### config.mk
export PLATFORM = sky130hd
export DESIGN_NAME = proc_boot_ctrl
export DESIGN_NICKNAME = d
export VERILOG_FILES = /design/src/rtl/proc_boot_ctrl.sv
export SDC_FILE = /design/constraint.sdc
export NUM_CORES = 1
export LEC_CHECK = 0
export BUFFER_PORTS_ARGS = -buffer_cell sky130_fd_sc_hd__buf_2
export CORE_MARGIN = 3
export CORE_UTILIZATION = 40
export CTS_CLUSTER_SIZE = 12
export DETAILED_ROUTE_END_ITERATION = 7
export HOLD_SLACK_MARGIN = 0.12
export PLACE_DENSITY = 0.66
export RECOVER_POWER = 25
export SYNTH_ARGS = -nofsm -noshare
export SYNTH_HDL_FRONTEND = slang
export SYNTH_SLANG_ARGS = --single-unit
export TNS_END_PERCENT = 30
### constraint.sdc
create_clock -name clk -period 2.55 [get_ports clk]
set_clock_uncertainty 0.2 [all_clocks]
set_input_delay 0.51 -clock clk [delete_from_list [all_inputs] [get_ports clk]]
set_output_delay 0.51 -clock clk [all_outputs]
set_load 0.03 [all_outputs]
### src/rtl/proc_boot_ctrl.sv
// Program-load and run controller: streams a program into imem,
// holds the core in reset, runs it, and reports how the run ended.
module proc_boot_ctrl #(
  parameter int XLEN = 32,
  parameter int IMEM_DEPTH = 64,
  parameter int CNT_W = 16,
  parameter int RST_HOLD = 4,
  parameter int FILL_NOP = 1,
  parameter logic [XLEN-1:0] NOP_WORD = XLEN'(32'h00000013),
  localparam int ADDR_W = $clog2(IMEM_DEPTH)
) (
  input  logic              clk,
  input  logic              reset,
  input  logic              load_start,
  input  logic [CNT_W-1:0]  run_cycles,
  input  logic              ld_valid,
  output logic              ld_ready,
  input  logic [XLEN-1:0]   ld_data,
  input  logic              ld_last,
  output logic              imem_we,
  output logic [ADDR_W-1:0] imem_waddr,
  output logic [XLEN-1:0]   imem_wdata,
  input  logic              core_halt,
  output logic              core_resetn,
  output logic              busy,
  output logic              done,
  output logic              halted,
  output logic              timeout,
  output logic              load_err,
  output logic [ADDR_W:0]   words_loaded,
  output logic [CNT_W-1:0]  cycles_used
);

  typedef enum logic [2:0] {
    S_IDLE,
    S_LOAD,
    S_FILL,
    S_HOLD,
    S_RUN,
    S_DONE
  } state_t;

  localparam logic [ADDR_W-1:0] LAST = ADDR_W'(IMEM_DEPTH - 1);
  localparam int HW = $clog2(RST_HOLD + 1);
  localparam logic [HW-1:0] HOLD_INIT = HW'(RST_HOLD - 1);

  state_t            state;
  logic [ADDR_W-1:0] wptr;
  logic [HW-1:0]     hcnt;
  logic [CNT_W-1:0]  budget;
  logic [CNT_W:0]    cnt_inc;
  logic              hs;
  logic              expire;

  assign ld_ready = (state == S_LOAD);
  assign hs = ld_valid & ld_ready;
  assign cnt_inc = {1'b0, cycles_used} + {{CNT_W{1'b0}}, 1'b1};
  assign expire = (budget != '0) && (cnt_inc == {1'b0, budget});

  always_ff @(posedge clk) begin
    if (reset) begin
      state        <= S_IDLE;
      wptr         <= '0;
      hcnt         <= '0;
      budget       <= '0;
      imem_we      <= 1'b0;
      imem_waddr   <= '0;
      imem_wdata   <= '0;
      core_resetn  <= 1'b0;
      busy         <= 1'b0;
      done         <= 1'b0;
      halted       <= 1'b0;
      timeout      <= 1'b0;
      load_err     <= 1'b0;
      words_loaded <= '0;
      cycles_used  <= '0;
    end else begin
      imem_we <= 1'b0;
      unique case (state)
        S_IDLE, S_DONE: begin
          if (load_start) begin
            state        <= S_LOAD;
            budget       <= run_cycles;
            wptr         <= '0;
            busy         <= 1'b1;
            done         <= 1'b0;
            halted       <= 1'b0;
            timeout      <= 1'b0;
            load_err     <= 1'b0;
            words_loaded <= '0;
            cycles_used  <= '0;
          end
        end
        S_LOAD: begin
          if (hs) begin
            imem_we      <= 1'b1;
            imem_waddr   <= wptr;
            imem_wdata   <= ld_data;
            wptr         <= wptr + ADDR_W'(1);
            words_loaded <= words_loaded + (ADDR_W + 1)'(1);
            if (ld_last || wptr == LAST) begin
              load_err <= !ld_last;
              hcnt     <= HOLD_INIT;
              if (FILL_NOP != 0 && wptr < LAST)
                state <= S_FILL;
              else
                state <= S_HOLD;
            end
          end
        end
        S_FILL: begin
          imem_we    <= 1'b1;
          imem_waddr <= wptr;
          imem_wdata <= NOP_WORD;
          wptr       <= wptr + ADDR_W'(1);
          if (wptr == LAST)
            state <= S_HOLD;
        end
        S_HOLD: begin
          if (hcnt == '0) begin
            state       <= S_RUN;
            core_resetn <= 1'b1;
          end else begin
            hcnt <= hcnt - HW'(1);
          end
        end
        S_RUN: begin
          if (!cnt_inc[CNT_W])
            cycles_used <= cnt_inc[CNT_W-1:0];
          // halt wins over a budget expiring in the same cycle
          if (core_halt || expire) begin
            state       <= S_DONE;
            core_resetn <= 1'b0;
            busy        <= 1'b0;
            done        <= 1'b1;
            halted      <= core_halt;
            timeout     <= !core_halt;
          end
        end
        default: state <= S_IDLE;
      endcase
    end
  end

endmodule

* After elaboration in Yosys (flattened, before gate mapping)
Index checks and enable logic that the tools add are counted.
Widths: inputs -> output; s select.
** Word-level totals
- Input bits :: 54
- Output and inout port bits :: 69
- Flip-flop bits (word level) :: 96
** Operators by class
- Reduce and logical (&&, ||, !) cells :: 25
- Mux-type cells :: 42
- $lt $le $gt $ge :: 1
- Add/sub/neg operators :: 4
- Bitwise gates (word level) :: 1
- Equal/unequal tests :: 15
** Operators with widths (count)
- $pmux 32 s2 :: 1
- $mux 16 :: 2
- $mux 32 :: 1
- $pmux 16 s2 :: 1
- $mux 3 :: 9
- $mux 6 :: 3
- $pmux 6 s3 :: 1
- $add 16x1->17 const B :: 1
- $eq 17x16->1 :: 1
- $reduce_bool 16->1 :: 1
- $pmux 3 s5 :: 1
- $reduce_and 3->1 :: 5
- $mux 7 :: 2
- $pmux 1 s2 :: 7
- $pmux 7 s2 :: 1
- $ne 2x2->1 const B :: 6
- $pmux 6 s2 :: 1
- $mux 1 :: 11
- $reduce_bool 2->1 :: 5
- $reduce_and 4->1 :: 2
- $add 7x1->7 const B :: 1
- $add 6x1->6 const B :: 1
- $eq 3x2->1 const B :: 2
- $eq 3x3->1 const B :: 2
- other kinds (15) :: 20

* Longest topological paths before layout
- Word-level depth :: 6
- Depth in mapped cells :: 10

* Worst setup path after synthesis
Ideal clock, no wire load.
- Path kind :: register -> register
- Start point :: register cycles_used[0]
- End point :: register halted
- Setup time :: 0.139 ns
- Path buffers :: 0
- Cell stages (with the launch flop) :: 9
- Arrival time :: 2.287 ns
- Period minus slack after synthesis :: 2.626 ns
- Setup slack :: -0.076 ns
- Cells stage by stage :: dfxtp_1 > ha_1 > nand3_1 > nor4_2 > nand2_1 > xnor2_1 > o2111ai_1 > nor4_4 > a211oi_1
** Between the ends
- Word-level cells in the longest chain between the ends :: 6
** RTL lines
- start: declaration :: line 31 : output logic [CNT_W-1:0] cycles_used
- start signal: assignment :: line 129 : cycles_used <= cnt_inc[CNT_W-1:0];
- $add 16x1->17 :: line 57 : assign cnt_inc = {1'b0, cycles_used} + {{CNT_W{1'b0}}, 1'b1};
- $eq 17x16->1 :: line 58 : assign expire = (budget != '0) && (cnt_inc == {1'b0, budget});
- $logic_and 1x1->1 :: line 58
- $logic_or 1x1->1 :: line 131 : if (core_halt || expire) begin
- $ne 2x2->1 (no line)
- $reduce_and 3->1 (no line)
- end signal: assignment :: line 136 : halted <= core_halt;
- end: declaration :: line 27 : output logic halted,
No other way between the ends.
A chain may end at the register's enable or synchronous reset.

* Worst setup path in the final report
- Start point :: register cycles_used[1]
- End point :: register state[0]
** Between the ends
- Word-level cells in the longest chain between the ends :: 6
** RTL lines
- $add 16x1->17 :: line 57
- $eq 17x16->1 :: line 58
- $logic_and 1x1->1 :: line 58
- $logic_or 1x1->1 :: line 131
- $ne 2x2->1 (no line)
- $reduce_and 6->1 (no line)
- end signal: assignment :: line 62 : state <= S_IDLE;
- end signal: assignment :: line 132 : state <= S_DONE;
- end signal: assignment :: line 140 : default: state <= S_IDLE;
- end: declaration :: line 47 : state_t state;
No other way between the ends.

==> summary.md <==
| Metric | Value |
|---|---|
| Final ANT Viol Nets | 0 |
| Outcome | finished, final reports clean |
| Logic pwr share | 31.9% |
| Synth cell types | 51 |
| Grt met1 use | 23.72% |
| Crit end category | flop |
| GRT Util Overall | 19.06% |
| Worst skew pair latency | 0.37 ns |
| Most frequent cells in the layout | 126 x nand2_1, 89 x dfxtp_1, 88 x a21oi_1, 81 x buf_2, 50 x nor2_1 |
| R2R cell count | 9 |
| Initial antenna violation count | 0 |
| Seq cells post-synth | 96 |
| Die X | 111.8 um |
| Post-layout power | 4.005 mW |
| Async set-or-reset flop fraction in the synthesized netlist | 0% |
| RR Startpoint | cycles_used[1] |
| Sw power | 1.537 mW |
| GRT overflow | 0 |
| Design area | 5547 um2 |
| Worst-path cell chain | ha_4 > and3_2 > nand4_1 > a221oi_2 > a211oi_2 > o22ai_2 > nor4_4 > buf_4 > o31a_1 |
| Dominant synthesized flop cell | dfxtp_1 |
| Cell area after synthesis | 4481 um2 |
| Crit-path slowest cell | dfxtp_2 |
| Area of the die | 12510 um2 |
| Starting density of the core | 41.15% |
| H-tree levels | 3 |
| EDFF count, synth | 0 |
| Max Slew Vio Count | 0 |
| # clock sinks | 96 |
| CP max FO | 6 |
| Int Pwr | 2.468 mW |
| Vias per cell | 5.199 |
| Hold Path Stages | 3 |
| Reg power frac | 45.1% |
| Final Hold Fails | 0 |
| Drt drc | 0 |
| RSZ-0062 raised after global routing | no |
| Met3 usage | 4.837% |
| Worst path bufs/invs | 1 |
| Max VDD drop | 418.9 uV |
| Filler cells | 1078 |
| Reg-to-Reg End | state[0] |
| Finished Layout Cells | 849 |
| YS warnings | 0 |
| Layout Nets | 763 |
| Vias in the first global route | 4269 |
| First-pass GRT wire length | 19940 um |
| Crit Path Class | reg2reg |
| Flop-to-flop setup slack | 0.15 ns |
| Vias | 4414 |
| Cell area after placement | 5325 um2 |
| Setup_tns | 0 ns |
| Max Cap Viol | 0 |
| Fmax | 0.4164 GHz |
| Post-synthesis sequential area ratio | 42.89% |
| Rel. slew slack | 48.94% |
| Dpl ws | -0.1218 ns |
| Worst-margin pin slew | 0.7631 ns |
| Inserted Clock Buffers | 9 |
| Final Critical Period | 2.402 ns |
| Met2 global-route usage | 32.09% |
| Total Routed Length | 12100 um |
| Crit path from | cycles_used[1] |
| Pleak | 2.185 nW |
| Cts-stage hold buffer count | 0 |
| Iter 0 DRT Violations | 219 |
| Cells after Synth | 581 |
| Synthesized Nets | 640 |
| Worst EP arrival | 2.46 ns |
| Worst EP required | 2.61 ns |
| Root buffer cell | clkbuf_8 |
| Clk pwr share | 23.0% |
| Placed cell count | 831 |
| PortBufs | 122 |
| Worst hold path type | in2reg |
| Crit-path max cell delay | 0.40 ns |
| Clock transition at the registers of the reported paths | 0.10 ns |
| Final WS setup | 0.1484 ns |
| Hold path start | ld_data[8] |
| CP top delay family | compound AO/OA/AOI/OAI gates |
| Largest net degree at the start of global routing | 35 |
| Global route hottest layer | met2 |
| Num rows | 38 |
| Share of cells above drive strength 1 | 21.44% |
| Power Dens Cells | 722.1 nW/um2 |
| WL per Instance | 14.25 um |
| Drt pass-1 iters | 5 |
| Die Ht | 111.8 um |
| Core area | 10890 um2 |
| CP startpoint kind | flop |
| Sw frac | 38.37% |
| Most common cell after layout, fill and taps aside | nand2_1 |
| Worst Hold Path EP | imem_wdata[8] |
| GPL Wtd Cong | 0.9405 |
| Detail Placement HPWL | 8953 um |
| # setup viols final | 0 |
| Period utilization | 94.18% |
| Top Ports | 123 |
| Area Overhead vs Synth | 23.79% |
| CTS tree | built |
| Diodes inserted | 0 |
| Clock buffer depth | 2 |
| Syn Area/Cell | 7.712 um2 |
==> stage by stage <==
| step | utilization, % | hold slack (ns) |
|---|---|---|
| global placement | 48.91 | 0.2364 |
| floorplan | - | 0.2574 |
| detailed placement | 48.91 | 0.2430 |
| CTS | 50.87 | 0.1450 |
| finish | 50.94 | 0.1636 |
| global route | 50.94 | 0.1410 |
==> power by group through the flow <==
stage | registers [mW] | clock network (mW) | logic (mW)
2_1_floorplan | 1.96 | 0 | 0.766
3_3_place_gp | 1.83 | 0 | 1.26
3_5_place_dp | 1.84 | 0 | 1.29
4_1_cts | 1.80 | 0.953 | 1.30
5_1_grt | 1.84 | 1.02 | 1.43
6_report | 1.81 | 0.920 | 1.28
==> how the worst max path moves through the flow <==
stage               end  slack [ns]  depth (start not counted)
5_1_grt         timeout       0.007                          8
4_1_cts         timeout        0.04                          9
6_report       state[0]        0.15                          9
3_5_place_dp     halted       -0.12                          8
3_3_place_gp     halted        0.08                          8
2_1_floorplan    halted        0.07                          8
==> cells in the mapped netlist, types with 3 or more instances <==
| master | instances | area [um2] |
|---|---|---|
| xnor2_1 | 12 | 105.1 |
| nor4_1 | 5 | 31.28 |
| xor2_1 | 13 | 113.9 |
| nor3_1 | 8 | 40.04 |
| buf_1 | 3 | 11.26 |
| a21oi_1 | 88 | 440.4 |
| and3_1 | 6 | 37.54 |
| a31oi_1 | 5 | 31.28 |
| nor2_1 | 50 | 187.7 |
| ha_1 | 5 | 62.56 |
| dfxtp_1 | 96 | 1922 |
| nand3_1 | 13 | 65.06 |
| nand2_1 | 127 | 476.7 |
| and2_1 | 5 | 31.28 |
| nand4_1 | 8 | 50.05 |
| nand2b_1 | 5 | 31.28 |
| buf_2 | 8 | 40.04 |
| a41oi_1 | 3 | 26.28 |
| a211oi_1 | 9 | 67.56 |
| clkbuf_1 | 29 | 108.9 |
| nand3b_1 | 7 | 52.55 |
| mux2i_1 | 3 | 30.03 |
| inv_1 | 9 | 33.78 |
| or3_1 | 6 | 37.54 |
| o21ai_0 | 22 | 110.1 |
| nor2b_1 | 5 | 31.28 |
==> registers in the layout, indices dropped and copies added (netlist names) <==
| register | cells |
|---|---|
| budget | 16 |
| busy | 1 |
| core_resetn | 1 |
| cycles_used | 16 |
| done | 1 |
| halted | 1 |
| hcnt | 3 |
| imem_waddr | 6 |
| imem_wdata | 32 |
| imem_we | 1 |
| load_err | 1 |
| state | 3 |
| timeout | 1 |
| words_loaded | 7 |
| wptr | 6 |
==> tightest hold or removal path, stage by stage <==
cell     delay, ns
buf_2         0.09
nand2_1       0.04
a21oi_1       0.05
==> cell families (layout without fill, tap and decap cells) <==
group           count (synthesis)  count (layout)  share of synthesized area (%)
simple gates                  258             258                          27.28
compound gates                143             143                          18.04
flops                          96              96                          42.89
buf+inv                        49             177                          4.328
xor+xnor                       25              25                          4.887
fa+ha+maj                       5               5                          1.396
mux                             5               5                          1.173
==> per-layer routing <==
layer / vias up / part of all wire (%)
li1: 2242 / -
met1: 2059 / 44
met2: 101 / 49
met3: 12 / 4.9
met4: 0 / 2.0
met5: - / 0
==> cell type report <==
type | count | area, um2 | share of cell area, %
Inverter | 9 | 33.78 | 0.6091
Timing Repair Buffer | 152 | 784.5 | 14.14
Clock inverter | 6 | 42.54 | 0.7670
Tap cell | 140 | 175.2 | 3.158
Sequential cell | 96 | 1936 | 34.90
Clock buffer | 10 | 137.6 | 2.481
Multi-Input combinational cell | 436 | 2437 | 43.94
==> what timing repair did <==
item                       4_1_cts  5_1_grt
resized for setup                5       14
pin swaps                        1        5
buffers inserted                 1        1
setup endpoints to repair        6       11
(Power assumes the default switching activity.)
